`config.mk`:
```
export PLATFORM = sky130hd
export DESIGN_NAME = tl45_decode
export DESIGN_NICKNAME = d
export VERILOG_FILES = /design/src/rtl/tl45_decode.sv
export SDC_FILE = /design/constraint.sdc
export NUM_CORES = 1
export LEC_CHECK = 0
export BUFFER_PORTS_ARGS = -buffer_cell sky130_fd_sc_hd__buf_2
export CELL_PAD_IN_SITES_DETAIL_PLACEMENT = 0
export CELL_PAD_IN_SITES_GLOBAL_PLACEMENT = 1
export CORE_MARGIN = 10
export CORE_UTILIZATION = 30
export DETAILED_ROUTE_END_ITERATION = 16
export GPL_TIMING_DRIVEN = 1
export PLACE_DENSITY = 0.74
export SLEW_MARGIN = 20
export SYNTH_ARGS = -nofsm -noshare
export SYNTH_HDL_FRONTEND = slang
export SYNTH_SLANG_ARGS = --single-unit
```
`constraint.sdc`:
```
create_clock -name i_clk -period 3.42 [get_ports i_clk]
set_input_delay 0.171 -clock i_clk [delete_from_list [all_inputs] [get_ports i_clk]]
set_output_delay 0.171 -clock i_clk [all_outputs]
set_load 0.05 [all_outputs]
```
`src/rtl/tl45_decode.sv`:
```
// tl45 decode stage: splits a prefetched instruction word into register fields,
// opcode class and extended immediate, held in a one-entry register for execute.
module tl45_decode #(
  parameter logic [31:0] RESET_PC = 32'h0
) (
  input  logic        i_clk,
  input  logic        i_reset,
  input  logic        i_pipe_stall,
  input  logic        i_pipe_flush,
  input  logic [31:0] i_buf_pc,
  input  logic [31:0] i_buf_inst,
  output logic        o_pipe_stall,
  output logic        o_valid,
  output logic [31:0] o_pc,
  output logic [4:0]  o_opcode,
  output logic [1:0]  o_class,
  output logic [3:0]  o_dr,
  output logic [3:0]  o_sr1,
  output logic [3:0]  o_sr2,
  output logic        o_use_imm,
  output logic [31:0] o_imm
);

  localparam logic [1:0] CLS_ALU    = 2'd0;
  localparam logic [1:0] CLS_MEM    = 2'd1;
  localparam logic [1:0] CLS_BRANCH = 2'd2;
  localparam logic [1:0] CLS_ILL    = 2'd3;

  logic        r_valid;
  logic [31:0] r_pc;
  logic [4:0]  r_opcode;
  logic [1:0]  r_class;
  logic [3:0]  r_dr;
  logic [3:0]  r_sr1;
  logic [3:0]  r_sr2;
  logic        r_use_imm;
  logic [31:0] r_imm;

  logic [4:0]  w_opcode;
  logic        w_imm_form;
  logic        w_bubble;
  logic        w_legal;
  logic        w_hold;
  logic [1:0]  w_class;
  logic [15:0] w_imm16;
  logic [31:0] w_imm_ext;

  assign w_opcode   = i_buf_inst[31:27];
  assign w_imm_form = i_buf_inst[26];
  assign w_imm16    = i_buf_inst[15:0];
  assign w_bubble   = (i_buf_inst == 32'h0);
  assign w_legal    = (w_class != CLS_ILL);
  assign w_hold     = r_valid && i_pipe_stall;

  always_comb begin
    w_class = CLS_ILL;
    if (w_opcode >= 5'h01 && w_opcode <= 5'h07)
      w_class = CLS_ALU;
    else if (w_opcode == 5'h08 || w_opcode == 5'h09)
      w_class = CLS_MEM;
    else if (w_opcode >= 5'h0A && w_opcode <= 5'h0C)
      w_class = CLS_BRANCH;
  end

  // H (bit 17) takes priority over Z (bit 16)
  always_comb begin
    w_imm_ext = {{16{w_imm16[15]}}, w_imm16};
    if (i_buf_inst[17])
      w_imm_ext = {w_imm16, 16'h0};
    else if (i_buf_inst[16])
      w_imm_ext = {16'h0, w_imm16};
  end

  always_ff @(posedge i_clk) begin
    if (i_reset || i_pipe_flush) begin
      r_valid   <= 1'b0;
      r_pc      <= RESET_PC;
      r_opcode  <= 5'h0;
      r_class   <= 2'd0;
      r_dr      <= 4'h0;
      r_sr1     <= 4'h0;
      r_sr2     <= 4'h0;
      r_use_imm <= 1'b0;
      r_imm     <= 32'h0;
    end else if (!w_hold) begin
      if (w_bubble) begin
        r_valid   <= 1'b0;
        r_pc      <= RESET_PC;
        r_opcode  <= 5'h0;
        r_class   <= 2'd0;
        r_dr      <= 4'h0;
        r_sr1     <= 4'h0;
        r_sr2     <= 4'h0;
        r_use_imm <= 1'b0;
        r_imm     <= 32'h0;
      end else begin
        // illegal words still issue so execute can trap with the right PC
        r_valid   <= 1'b1;
        r_pc      <= i_buf_pc;
        r_opcode  <= w_opcode;
        r_class   <= w_class;
        r_dr      <= w_legal ? i_buf_inst[25:22] : 4'h0;
        r_sr1     <= w_legal ? i_buf_inst[21:18] : 4'h0;
        r_sr2     <= (w_legal && !w_imm_form) ? i_buf_inst[17:14] : 4'h0;
        r_use_imm <= w_legal && w_imm_form;
        r_imm     <= (w_legal && w_imm_form) ? w_imm_ext : 32'h0;
      end
    end
  end

  assign o_pipe_stall = i_pipe_stall && r_valid;
  assign o_valid      = r_valid;
  assign o_pc         = r_pc;
  assign o_opcode     = r_opcode;
  assign o_class      = r_class;
  assign o_dr         = r_dr;
  assign o_sr1        = r_sr1;
  assign o_sr2        = r_sr2;
  assign o_use_imm    = r_use_imm;
  assign o_imm        = r_imm;

endmodule

```
## After elaboration in Yosys (flattened, before gate mapping)

Index checks and enable logic that the tools add are counted.

- Register bits after elaboration: 85
- Output and inout bits: 86

- Equality and inequality tests: 3
- Reductions and logical operators: 9
- Muxes and demuxes: 18
- Order comparisons: 4

Operators with widths:

| operator | number |
|---|---|
| two-way mux 32 bit | 5 |
| logical NOT 32 bit | 1 |
| two-way mux 4 bit | 6 |
| equality test 5 x 4 -> 1 bit (second input constant) | 2 |
| two-way mux 2 bit | 3 |
| greater-or-equal comparator 5 x 1 -> 1 bit (second input constant) | 1 |
| greater-or-equal comparator 5 x 4 -> 1 bit (second input constant) | 1 |
| less-or-equal comparator 5 x 3 -> 1 bit (second input constant) | 1 |
| less-or-equal comparator 5 x 4 -> 1 bit (second input constant) | 1 |
| logical AND 1 bit | 5 |
| two-way mux 5 bit | 1 |
| two-way mux 1 bit | 3 |
| logical OR 1 bit | 2 |
| != test 2 bit (second input constant) | 1 |
| logical NOT 1 bit | 1 |

## Depth between registers and ports, before layout

- Depth after elaboration: 9
- Depth in mapped cells: 7
- Gate-level depth less buffers: 4

## Worst setup path before layout

No wires, ideal clock.

- Kind: reg2reg
- Start point: reg r_valid, in the netlist o_valid
- End point: reg r_imm[24], in the netlist o_imm[24]
- Cell stages (with the launch flop): 7
- Required time: 3351 ps
- Clock period less this slack: 1748 ps
- Library setup time: 69 ps
- Path slack: 1672 ps
- Arrival: 1679 ps
- Path buffers: 2
- Path through: dfxtp_1 > nand2_1 > nor2_2 > buf_2 > buf_2 > nand2_1 > o21ai_1

- Word-level cells in the longest chain between the ends: 1

RTL lines:

| what | RTL line | source |
|---|---|---|
| start: declaration | 29 | `logic r_valid;` |
| start signal: assignment | 76 | `r_valid <= 1'b0;` |
| start signal: assignment | 87 | `r_valid <= 1'b0;` |
| start signal: assignment | 98 | `r_valid <= 1'b1;` |
| logical AND 1 bit | 53 | `assign w_hold = r_valid && i_pipe_stall;` |
| end signal: assignment | 106 | `r_imm <= (w_legal && w_imm_form) ? w_imm_ext : 32'h0;` |
| end: declaration | 37 | `logic [31:0] r_imm;` |

Every way passes these cells.
A chain may end at the register's enable or synchronous reset.

## Final worst setup path

- Start point: reg r_valid, in the netlist o_valid
- End point: reg r_imm[6], in the netlist o_imm[6]

The elaborated chain is that of the path after synthesis.

==> impl_metrics.json <==
{
  "rsz0062_at_grt": "no",
  "ys_types": 26,
  "synthTopCellsByArea": "dfxtp_1 60%, a22o_1 19%, nand2_1 3.9%",
  "drt-total-wl_um": 9330,
  "grt_pass1_vias": 2673,
  "hold_viol": 0,
  "fp.dieH_um": 118,
  "core_area_sq_um": 9240,
  "maxCapViolations": 0,
  "htreeDepth": 3,
  "diodes": 0,
  "clk_pin_slew_ps": 90,
  "gr-usage-all-layers": 0.129,
  "yosysMostFrequentCell": "dfxtp_1",
  "ys_ff_latch": 85,
  "insertion_delay_ps": 350,
  "relSlewSlack": 0.373,
  "p_leak_nw": 1.90,
  "route.detailed.drc": 0,
  "cp-end-kind": "register",
  "min_path_type": "input port to register",
  "min_period_ps": 1990,
  "routed-via-count": 2614,
  "synthesis.nets": 330,
  "fmax_mhz": 502,
  "seq_area_frac_synth": 0.596,
  "synth-edff-count": 0,
  "yosys.area.top_type": "dfxtp_1",
  "ys.flop_type": "dfxtp_1",
  "std_cell_rows": 35,
  "synth_warnings": 0,
  "arrival_ps": 2280,
  "antenna_found_initial": 1,
  "synth_area_per_cell_sq_um": 10.9,
  "dpl.hpwl_um": 7080,
  "grt_start_max_net_pins": 44,
  "design_area_sq_um": 3890,
  "via_per_inst": 4.81,
  "p_total_mw": 1.90,
  "critPathLaunchType": "register",
  "ctsResizeCount": 0,
  "async_reset_ff_frac": 0,
  "first_pass_iters": 4,
  "drt-initial-drc-count": 105,
  "clock_path_buffers": 2,
  "cts_tree": "built",
  "initial_utilization": 0.309,
  "die_area_sq_um": 13800,
  "synth_top_area_share": 0.596,
  "dp_cells": 528,
  "critPathRequiredTime_ps": 3710,
  "cts_buffers": 9,
  "ios": 154,
  "place.gp.congestion": 0.789,
  "place_area_sq_um": 3720,
  "die_w_um": 118,
  "grt_pass1_wl_um": 14600,
  "avgRoutedWirePerCell_um": 17.2,
  "irDropWorstVdd_mv": 0.151,
  "cts_setup_buffers": 0,
  "synthCells": 262,
  "finalSetupViolCount": 0,
  "pre_cts_ws_ps": 1400,
  "crit_type": "register to register",
  "slew_violations": 0,
  "final_nets": 478,
  "status": "completed",
  "hold_buffers": 0,
  "synth_common_cells": "85 x dfxtp_1, 62 x a22o_1, 30 x nand2_1",
  "hold_ws_ps": 22.4,
  "fin_worst_skew_ps": 9.21,
  "cts.sinks": 85,
  "final_cells": 543,
  "worst_slew_pin_slew_ps": 937,
  "fin_ws_ps": 1430,
  "drive_gt1_frac": 0.425,
  "finalSetupTns_ps": 0,
  "period_share": 0.582,
  "syn_area_sq_um": 2850,
  "cts-root-buf": "clkbuf_8",
  "critPathMaxFanout": 16,
  "io_buffers": 153,
  "finalCoreUtilization": 0.421,
  "postRouteAntennaNets": 0,
  "syn_to_final_growth_pct": 36.3,
  "powerDensity_nw_per_um2": 489,
  "gr-total-overflow": 0
}
state kept, by name, indices dropped and copies added (netlist names):
register / flops
o_class: 2
o_pc: 32
o_imm: 32
o_dr: 4
o_valid: 1
o_sr1: 4
o_use_imm: 1
o_sr2: 4
o_opcode: 5
layout make-up:
class,instances,area (sq um)
clock buffers,11,141
repair buffers,156,801
flip-flops and latches,85,1700
well taps,129,161
inverters,2,7.51
clock inverters,4,25.0
fillers,926,5350
multi-input cells,156,1050
placed cells by master, fill, tap and decap left out, types with 2 or more instances in the layout:
cell	count
a21oi_1	21
inv_1	2
nor4_1	7
o21ai_1	9
buf_2	153
a31oi_1	2
buf_4	2
clkinv_2	2
a22o_1	62
nor2_1	2
dfxtp_1	85
o21ai_0	10
nand2_1	30
and4_1	2
clkbuf_8	10
clkinvlp_4	2
final timing paths:
path / from / to / slack, ps / cells past startpoint
max: o_valid$_SDFFE_PP0N_ / o_imm[6]$_SDFFE_PP0N_ / 1430 / 5
min: i_buf_pc[12] / o_pc[12]$_SDFFE_PP0N_ / 20 / 2
max reg2reg: o_valid$_SDFFE_PP0N_ / o_imm[6]$_SDFFE_PP0N_ / 1430 / 5
min reg2reg: o_imm[30]$_SDFFE_PP0N_ / o_imm[30]$_SDFFE_PP0N_ / 450 / 2
cell families after synthesis:
kind of cell / after synthesis / synth area share
DFF: 85 / 0.596
buffers and inverters: 21 / 0.0386
AOI/OAI and AO/OA: 107 / 0.275
and+or+nand+nor: 49 / 0.0904
routing by layer:
layer  share of wire  wire (um)  global-route usage
met4           0.014        129              0.0502
met3           0.094        880              0.0585
met1            0.44       4120               0.155
met5               0          0                   0
met2            0.45       4210               0.197
worst max-delay path, cell delays in order, from the launching register on:
cell and delay (ps):
dfxtp_1 350, a211o_1 330, nor4_2 220, buf_4 230, and3b_1 580, a22o_1 220
power breakdown:
part           switching [mW]  internal [mW]  total (mW)
combinational           0.177         0.0745       0.252
clock                   0.343          0.277       0.621
sequential             0.0136           1.02        1.03
total                   0.534           1.37        1.90
No activity file was read; power rests on OpenSTA's default activity.
